==> src/rtl/mac_pkg.sv <==
// Shared definitions for the mac_array sequencer: FSM state encoding and
// the instruction codes driven onto mac_array inst_w.
package mac_pkg;

   typedef enum logic [2:0] {
      IDLE  = 3'd0,
      LOAD  = 3'd1,
      EXEC  = 3'd2,
      DRAIN = 3'd3,
      DONE  = 3'd4
   } state_e;

   localparam logic [2:0] INST_IDLE = 3'b000;
   localparam logic [2:0] INST_LOAD = 3'b001;
   localparam logic [2:0] INST_EXEC = 3'b010;

   // Psums can only be produced once the array has seen data, so counting is
   // limited to the states that follow an accepted start.
   function automatic logic is_counting(state_e s);
      return (s == LOAD) || (s == EXEC) || (s == DRAIN);
   endfunction

endpackage

==> src/rtl/mac_out_collector.sv <==
// Output side of the sequencer: registers the array psums, flags complete
// psum cycles and counts them up to the requested vector count.
module mac_out_collector #(
   parameter int psum_bw = 16,
   parameter int col     = 1,
   parameter int cnt_bw  = 10
) (
   input  logic                   clk,
   input  logic                   reset,
   input  logic                   clear_i,
   input  logic                   count_en_i,
   input  logic [cnt_bw-1:0]      num_vec_i,
   input  logic [psum_bw*col-1:0] out_s_i,
   input  logic [col-1:0]         valid_i,
   output logic [psum_bw*col-1:0] psum_out_o,
   output logic                   psum_vld_o,
   output logic [cnt_bw-1:0]      count_o
);

   logic [psum_bw*col-1:0] psum_q;
   logic                   vld_q;
   logic [cnt_bw-1:0]      count_q, count_d;
   logic                   all_vld;

   assign all_vld = &valid_i;

   // Extra valid cycles past num_vec still reach psum_vld but leave the count alone.
   always_comb begin
      count_d = count_q;
      if (clear_i)
         count_d = '0;
      else if (count_en_i && all_vld && (count_q < num_vec_i))
         count_d = count_q + cnt_bw'(1);
   end

   // NOTE: state is updated with non-blocking assignments so every register
   // samples the pre-edge values of its neighbours.
   always_ff @(posedge clk or negedge reset) begin
      if (!reset) begin
         psum_q  <= '0;
         vld_q   <= 1'b0;
         count_q <= '0;
      end else begin
         psum_q  <= out_s_i;
         vld_q   <= all_vld;
         count_q <= count_d;
      end
   end

   assign psum_out_o = psum_q;
   assign psum_vld_o = vld_q;
   assign count_o    = count_q;

endmodule

==> src/rtl/mac_array_ctrl.sv <==
// Sequencer for one mac_array: loads the kernel, streams activation vectors
// from SRAM, collects the resulting psums and reports completion.
module mac_array_ctrl
   import mac_pkg::*;
#(
   parameter int bw        = 4,
   parameter int psum_bw   = 16,
   parameter int row       = 8,
   parameter int col       = 1,
   parameter int addr_bw   = 10,
   parameter int cnt_bw    = 10,
   parameter int drain_max = 32
) (
   input  logic                   clk,
   input  logic                   reset,
   input  logic                   start,
   input  logic [addr_bw-1:0]     kern_base,
   input  logic [addr_bw-1:0]     act_base,
   input  logic [cnt_bw-1:0]      num_vec,
   output logic                   mem_rd,
   output logic [addr_bw-1:0]     mem_addr,
   input  logic [row*bw-1:0]      mem_q,
   output logic [row*bw-1:0]      in_w,
   output logic [psum_bw*col-1:0] in_n,
   output logic [2:0]             inst_w,
   input  logic [psum_bw*col-1:0] out_s,
   input  logic [col-1:0]         valid,
   output logic [psum_bw*col-1:0] psum_out,
   output logic                   psum_vld,
   output logic                   busy,
   output logic                   done,
   output logic                   err
);

   localparam int                DRAIN_BW   = $clog2(drain_max + 1);
   localparam logic [cnt_bw-1:0] COL_CNT    = cnt_bw'(col);
   localparam logic [DRAIN_BW-1:0] DRAIN_LAST = DRAIN_BW'(drain_max - 1);

   state_e               state_q;
   logic [addr_bw-1:0]   kern_base_q, act_base_q;
   logic [cnt_bw-1:0]    num_vec_q;
   logic [cnt_bw-1:0]    ld_cnt_q, vec_cnt_q;
   logic [DRAIN_BW-1:0]  drain_cnt_q;
   logic                 mem_rd_q;
   logic [addr_bw-1:0]   mem_addr_q;
   logic [2:0]           issue_q, inst_q;
   logic                 busy_q, done_q, err_q;

   logic                 accept;
   logic [cnt_bw-1:0]    psum_cnt;

   assign accept = (state_q == IDLE) && start;

   // ld_cnt_q / vec_cnt_q hold the number of reads already issued, including
   // the one on the bus this cycle, so they double as the next address offset.
   always_ff @(posedge clk or negedge reset) begin
      if (!reset) begin
         state_q     <= IDLE;
         kern_base_q <= '0;
         act_base_q  <= '0;
         num_vec_q   <= '0;
         ld_cnt_q    <= '0;
         vec_cnt_q   <= '0;
         drain_cnt_q <= '0;
         mem_rd_q    <= 1'b0;
         mem_addr_q  <= '0;
         issue_q     <= INST_IDLE;
         inst_q      <= INST_IDLE;
         busy_q      <= 1'b0;
         done_q      <= 1'b0;
         err_q       <= 1'b0;
      end else begin
         // inst_w trails the read by one cycle so it lines up with mem_q.
         inst_q <= issue_q;
         case (state_q)
            IDLE: begin
               if (start) begin
                  kern_base_q <= kern_base;
                  act_base_q  <= act_base;
                  num_vec_q   <= num_vec;
                  err_q       <= 1'b0;
                  ld_cnt_q    <= cnt_bw'(1);
                  vec_cnt_q   <= '0;
                  drain_cnt_q <= '0;
                  mem_rd_q    <= 1'b1;
                  mem_addr_q  <= kern_base;
                  issue_q     <= INST_LOAD;
                  busy_q      <= 1'b1;
                  state_q     <= LOAD;
               end
            end
            LOAD: begin
               if (ld_cnt_q == COL_CNT) begin
                  if (num_vec_q == '0) begin
                     mem_rd_q   <= 1'b0;
                     mem_addr_q <= '0;
                     issue_q    <= INST_IDLE;
                     done_q     <= 1'b1;
                     state_q    <= DONE;
                  end else begin
                     mem_addr_q <= act_base_q;
                     issue_q    <= INST_EXEC;
                     vec_cnt_q  <= cnt_bw'(1);
                     state_q    <= EXEC;
                  end
               end else begin
                  mem_addr_q <= kern_base_q + addr_bw'(ld_cnt_q);
                  ld_cnt_q   <= ld_cnt_q + cnt_bw'(1);
               end
            end
            EXEC: begin
               if (vec_cnt_q == num_vec_q) begin
                  mem_rd_q    <= 1'b0;
                  mem_addr_q  <= '0;
                  issue_q     <= INST_IDLE;
                  drain_cnt_q <= '0;
                  state_q     <= DRAIN;
               end else begin
                  mem_addr_q <= act_base_q + addr_bw'(vec_cnt_q);
                  vec_cnt_q  <= vec_cnt_q + cnt_bw'(1);
               end
            end
            DRAIN: begin
               if (psum_cnt >= num_vec_q) begin
                  done_q  <= 1'b1;
                  state_q <= DONE;
               end else if (drain_cnt_q == DRAIN_LAST) begin
                  err_q   <= 1'b1;
                  done_q  <= 1'b1;
                  state_q <= DONE;
               end else begin
                  drain_cnt_q <= drain_cnt_q + DRAIN_BW'(1);
               end
            end
            DONE: begin
               done_q  <= 1'b0;
               busy_q  <= 1'b0;
               state_q <= IDLE;
            end
            default: state_q <= IDLE;
         endcase
      end
   end

   mac_out_collector #(
      .psum_bw (psum_bw),
      .col     (col),
      .cnt_bw  (cnt_bw)
   ) u_collector (
      .clk        (clk),
      .reset      (reset),
      .clear_i    (accept),
      .count_en_i (is_counting(state_q)),
      .num_vec_i  (num_vec_q),
      .out_s_i    (out_s),
      .valid_i    (valid),
      .psum_out_o (psum_out),
      .psum_vld_o (psum_vld),
      .count_o    (psum_cnt)
   );

   assign mem_rd   = mem_rd_q;
   assign mem_addr = mem_addr_q;
   assign in_w     = mem_q;
   assign in_n     = '0;
   assign inst_w   = inst_q;
   assign busy     = busy_q;
   assign done     = done_q;
   assign err      = err_q;

endmodule

==> config.mk <==
export PLATFORM = sky130hd
export DESIGN_NAME = mac_array_ctrl
export DESIGN_NICKNAME = d
export VERILOG_FILES = /design/src/rtl/mac_pkg.sv /design/src/rtl/mac_out_collector.sv /design/src/rtl/mac_array_ctrl.sv
export SDC_FILE = /design/constraint.sdc
export NUM_CORES = 1
export LEC_CHECK = 0
export ABC_CLOCK_PERIOD_IN_PS = 3590
export CAP_MARGIN = 20
export CORE_ASPECT_RATIO = 1.5
export CORE_MARGIN = 5
export CORE_UTILIZATION = 30
export DETAILED_ROUTE_END_ITERATION = 10
export SYNTH_ARGS = -nofsm -noshare
export SYNTH_HDL_FRONTEND = slang
export SYNTH_SLANG_ARGS = --single-unit
export TNS_END_PERCENT = 10
==> constraint.sdc <==
create_clock -name clk -period 3.59 [get_ports clk]
set_input_delay 0.8975 -clock clk [delete_from_list [all_inputs] [get_ports clk]]
set_output_delay 0.8975 -clock clk [all_outputs]
set_load 0.03 [all_outputs]
### After elaboration in Yosys (flattened, before gate mapping)

Cells that the tools add are included.

* add/sub/neg operators: 6
* magnitude comparators: 2
* reductions and logical operators: 25
* mux-type cells: 45
* equality and inequality tests: 18

Operator list (number)
* 2-to-1 mux 10 bit: 12
* case mux 10 bit (3 select lines): 2
* adder 10 x 1 -> 10 bit, second input constant: 3
* 2-to-1 mux 3 bit: 8
* 2-to-1 mux 6 bit: 4
* adder 10 bit: 2
* != test 2 bit, second input constant: 10
* case mux 10 bit (2 select lines): 1
* case mux 6 bit (3 select lines): 1
* AND reduction 4 bit: 4
* AND reduction 5 bit: 3
* case mux 3 bit (4 select lines): 1
* == test 10 x 1 -> 1 bit, second input constant: 1
* == test 10 bit: 1
* greater-or-equal comparator 10 bit: 1
* zero test 10 bit: 1
* < comparator 10 bit: 1
* 2-to-1 mux 1 bit: 10
* case mux 3 bit (3 select lines): 1
* nonzero test 3 bit: 3
* nonzero test 2 bit: 4
* adder 6 x 1 -> 6 bit, second input constant: 1
* == test 3 x 2 -> 1 bit, second input constant: 2
* == test 6 x 5 -> 1 bit, second input constant: 1
* 11 further kinds: 18

* flip-flop bits (word level): 106
* input bits: 82
* output and inout bits: 82

### Longest topological paths before layout

* depth after elaboration: 7
* gate-level depth with buffers: 9
* gate-level depth less buffers: 8

### Hierarchy

Synthesis repeated with hierarchy kept, for this count alone.

* cell total of the unflattened synthesis: 666
* area total of the unflattened synthesis: 6183.4 um2

By module, submodules not included
* mac_array_ctrl: cells each 558, sequential area each 1926.8 um2, area each 4926.0 um2, times used 1
* mac_out_collector: cells each 108, sequential area each 675.6 um2, area each 1257.5 um2, times used 1

### Worst setup path after synthesis

OpenSTA, ideal clock, no wires.

* kind: reg2reg
* start point: register u_collector.count_q[5], in the netlist u_collector.count_o[5]
* end point: register u_collector.count_q[9], in the netlist u_collector.count_o[9]
* required time: 3.458 ns
* path buffers: 1
* period minus slack after synthesis: 2.490 ns
* arrival: 2.358 ns
* setup time: 0.132 ns
* cell stages (with the launch flop): 9
* slack: 1.100 ns
* path through: dfrtp_1 > ha_1 > and3_1 > a221o_1 > a2111o_1 > buf_2 > nor4_1 > xnor2_1 > nor2_1

* cells in the longest elaborated chain, start to end: 3
* elaborated cells on any way between the ends: 6
* those cells by class: add/sub: 1; order compare: 1; mux: 2; reduce/logical: 2

Ends and longest elaborated chain
* start, declared: RTL line mac_out_collector.sv:22 `logic [cnt_bw-1:0] count_q, count_d;`
* start signal, assigned: RTL line mac_out_collector.sv:46 `count_q <= count_d;`
* adder 10 x 1 -> 10 bit / < comparator 10 bit (equally long branches): RTL line mac_out_collector.sv:33, mac_out_collector.sv:32
* 2-to-1 mux 10 bit / logical AND 1 bit (equally long branches): RTL line mac_out_collector.sv:32 `else if (count_en_i && all_vld && (count_q < num_vec_i))`
* 2-to-1 mux 10 bit / nonzero test 2 bit (equally long branches)

Several ways; a longest one is shown, not always the timed one. The select of a mux whose other input is x is not followed.
A chain may end at the register's enable or synchronous reset.

### Worst setup path in the final report

* start point: register num_vec_q[5]
* end point: register drain_cnt_q[1]

* cells in the longest elaborated chain, start to end: 3
* elaborated cells on any way between the ends: 5
* those cells by class: order compare: 1; eq/ne: 3; reduce/logical: 1

Ends and longest elaborated chain
* start, declared: RTL line mac_array_ctrl.sv:41 `logic [cnt_bw-1:0] num_vec_q;`
* start signal, assigned: RTL line mac_array_ctrl.sv:80 `num_vec_q <= num_vec;`
* greater-or-equal comparator 10 bit / == test 10 bit (equally long branches): RTL line mac_array_ctrl.sv:124, mac_array_ctrl.sv:112
* != test 2 bit (no line)
* AND reduction 5 bit (no line) *
* end signal, assigned: RTL line mac_array_ctrl.sv:132 `drain_cnt_q <= drain_cnt_q + DRAIN_BW'(1);`
* end, declared: RTL line mac_array_ctrl.sv:43 `logic [DRAIN_BW-1:0] drain_cnt_q;`

Mark *: on every way between the ends. The rest lies on a longest branch, timed or not.

==> key figures <==
Status
  – Status: completed

Clocking
  – Hold_buf cts: 0
  – H-tree depth: 3
  – TritonCTS Buffers: 9
  – Clock Latency Late Sink: 0.36 ns
  – Setup Fix Bufs, Post-CTS: 0
  – Worst-path clk slew: 0.08 ns
  – Clk sinks: 104
  – CTS tree: built
  – Max Buffers Root-to-Sink: 2
  – Root Driver: clkbuf_16
  – PostCTS Resize Cnt: 0

Timing
  – Max-slew violation count: 0
  – Min Tclk post-route: 2.763 ns
  – Final setup fails: 0
  – Fin Setup TNS: 0 ns
  – Tcrit/Tclk final: 0.7695
  – Setup Skew: 0.01215 ns
  – Worst rel slew slack: 0.4874
  – F_max: 0.3620 GHz
  – Worst-Margin Slew: 0.7661 ns
  – Final hold viol count: 0
  – RSZ-0062 raised after global routing: no

Global route
  – Global-route wire length before repair: 26.06 mm
  – Remaining Overflow, GRT: 0
  – Gr usage total: 0.1409
  – Number of global-route vias before repair: 4,994
  – Largest net degree at the start of global routing: 56
  – Initial antenna violation count: 0

Critical path
  – RR Startpoint: num_vec_q[5]$_DFFE_PN0P_
  – Worst Setup Start Kind: flop
  – Worst R2R Path Depth: 8
  – Crit path from: num_vec_q[5]$_DFFE_PN0P_
  – Worst reg2reg setup slack: 0.83 ns
  – Arrival @ worst endpoint: 3.01 ns
  – Worst r2r dst: drain_cnt_q[1]$_DFFE_PN0P_
  – Nature of the critical path endpoint: flop
  – Crit-path max FO: 10
  – Setup CP Type: flop to flop
  – CP required: 3.83 ns
  – Worst setup path end: drain_cnt_q[1]$_DFFE_PN0P_

Detailed routing
  – Final WL: 16.12 mm
  – Antenna viol nets, final: 0
  – Avg WL per Cell: 16.67 µm
  – WL met3: 767 µm
  – Highest Signal Layer: met4
  – Routed vias/inst: 5.052
  – Drt pass-1 iters: 5
  – Wl on met1: 6.115 mm
  – DRC Markers: 0
  – Initial DRC Count: 248
  – Vias: 4,885
  – Met2 Routed Length: 8.690 mm

Logic synthesis
  – Synthesized area: 6053 µm²
  – Synthesized-area fraction occupied by adder cells: 0.07482
  – XOR/XNOR Fraction of Synth Area: 0.05353
  – Synth Area in Compound Gates: 0.1463
  – Synth area leader: dfrtp_1
  – Yosys reg bits: 104
  – Fraction of the mapped netlist area in simple logic gates: 0.1995
  – Synth top area cells: dfrtp_1 (43%), ha_1 (6.8%), nand2_1 (6.8%)
  – Ys flop type: dfrtp_1
  – Synth top area share: 0.4299
  – Mux cell area share after synthesis: 0.008681
  – Synth cell types: 69
  – Mapped Avg Cell Area: 9.313 µm²
  – Async set-or-reset flop fraction in the synthesized netlist: 1.000
  – Ys Warns: 0
  – Largest family of logic cells by synthesized area: simple AND/OR/NAND/NOR gates
  – Number of flops mapped to enable cells by yosys: 0
  – Syn Inst Count: 650
  – Sequential share of the synthesized area: 0.4299

Die
  – Initial Util: 0.3047
  – Die width: 126.0 µm
  – Die ar.: 23,180 µm²
  – Core area: 19,860 µm²
  – IO Count: 164
  – Row cnt: 63
  – Die H: 184.0 µm

Placement
  – Gpl congestion: 0.8305
  – Port bufs: 82
  – Hpwl dp: 12.32 mm

Final layout
  – Layout cell share with drive strength beyond 1: 0.06365
  – Area grow syn2layout: 19.53%
  – Antenna Diode Count: 0
  – Nets: 819
  – Final core occ: 0.3643
  – Fill cells: 2,065

Power and ir drop
  – Worst VDD drop: 216.8 µV
  – Leakage: 3.329 nW
  – Pwr Density: 357.6 nW/µm²
  – Pwr Total: 0.002588 W

Min path
  – Hold Crit Start: issue_q[0]$_DFFE_PN0P_
  – Min-Delay Path Class: flop to flop

Job
  – Max-cap violation count: 0
-- power by group --
part	switching, W	internal, W
Combinational	0.000149	0.000122
Clock	0.000466	0.000584
Sequential	0.0000513	0.00121
-- cells by family after synthesis --
group,Yosys count
simple gates,244
compound gates,137
flops,104
buf+inv,87
xor+xnor,37
fa+ha+maj,35
mux,5
other cells,1
-- cell usage after synthesis, types with 12 or more instances --
cell type / count
ha_1: 33
a21oi_1: 36
xor2_1: 12
o21ai_0: 39
nor3_1: 12
inv_1: 20
dfrtp_1: 104
or3_1: 14
nand2_1: 110
nor2_1: 39
xnor2_1: 25
nand3_1: 16
buf_4: 50
-- critical path: stages (launching register included) --
cell and delay [ns]:
dfrtp_1 0.38, inv_1 0.08, ha_1 0.32, and3_1 0.22, a221o_1 0.38, a211o_1 0.38
nor3_4 0.36, o21bai_1 0.22, a221o_1 0.32
-- state kept, by name, summed over array words and instances, names as in the netlist --
signal	cells
mem_rd	1
drain_cnt_q	6
inst_w	2
u_collector.count_o	10
act_base_q	10
busy	1
mem_addr	10
u_collector.psum_out_o	16
u_collector.psum_vld_o	1
err	1
issue_q	2
done	1
kern_base_q	10
ld_cnt_q	10
state_q	3
vec_cnt_q	10
num_vec_q	10
-- area by class of cell --
| class | instances | area, µm² | share of cell area |
|---|---|---|---|
| tap | 260 | 325.3 | 0.04496 |
| inverter | 20 | 75.07 | 0.01038 |
| multi-input combinational | 475 | 2998 | 0.4143 |
| clock inverter | 5 | 63.81 | 0.008819 |
| timing repair buffer | 92 | 918.4 | 0.1269 |
| sequential | 104 | 2603 | 0.3597 |
| clock buffer | 11 | 252.7 | 0.03493 |
-- worst min path at each step --
| stage | slack (ns) | depth (start not counted) | endpoint |
|---|---|---|---|
| floorplan | 0.35 | 0 | inst_w[0]$_DFF_PN0_ |
| global placement | 0.37 | 0 | inst_w[0]$_DFF_PN0_ |
| detailed placement | 0.38 | 0 | inst_w[0]$_DFF_PN0_ |
| CTS | 0.40 | 0 | inst_w[0]$_DFF_PN0_ |
| global route | 0.42 | 0 | inst_w[1]$_DFF_PN0_ |
| finish | 0.39 | 0 | inst_w[0]$_DFF_PN0_ |
-- metrics by stage --
| stage | area (µm²) | setup slack (ns) | cells | hold slack [ns] |
|---|---|---|---|---|
| floorplan | 6113 | 1.100 | 666 | 0.3535 |
| global placement | 6919 | 0.7816 | 951 | 0.3711 |
| detailed placement | 6919 | 0.7171 | 951 | 0.3817 |
| CTS | 7236 | 0.8093 | 967 | 0.3988 |
| global route | 7236 | 0.6468 | 967 | 0.4179 |
| finish | 7236 | 0.8275 | 967 | 0.3913 |
-- layer usage --
layer	global-route usage	vias to the layer above
met5	0	-
met4	0.07514	0
met3	0.01890	36
met2	0.2660	140
met1	0.1507	2375
li1	-	2334
-- layout by cell type (no fill, tap or decap), types with 12 or more instances in the layout --
master           count
dfrtp_1            104
a21oi_1             35
ha_1                33
conb_1              17
xnor2_1             25
clkdlybuf4s50_1     81
nand3_1             16
nand2_1            110
inv_1               20
o21ai_0             39
nor3_1              12
nor2_1              39
xor2_1              12
or3_1               14
Note: power is estimated with default switching activity, not from simulation.
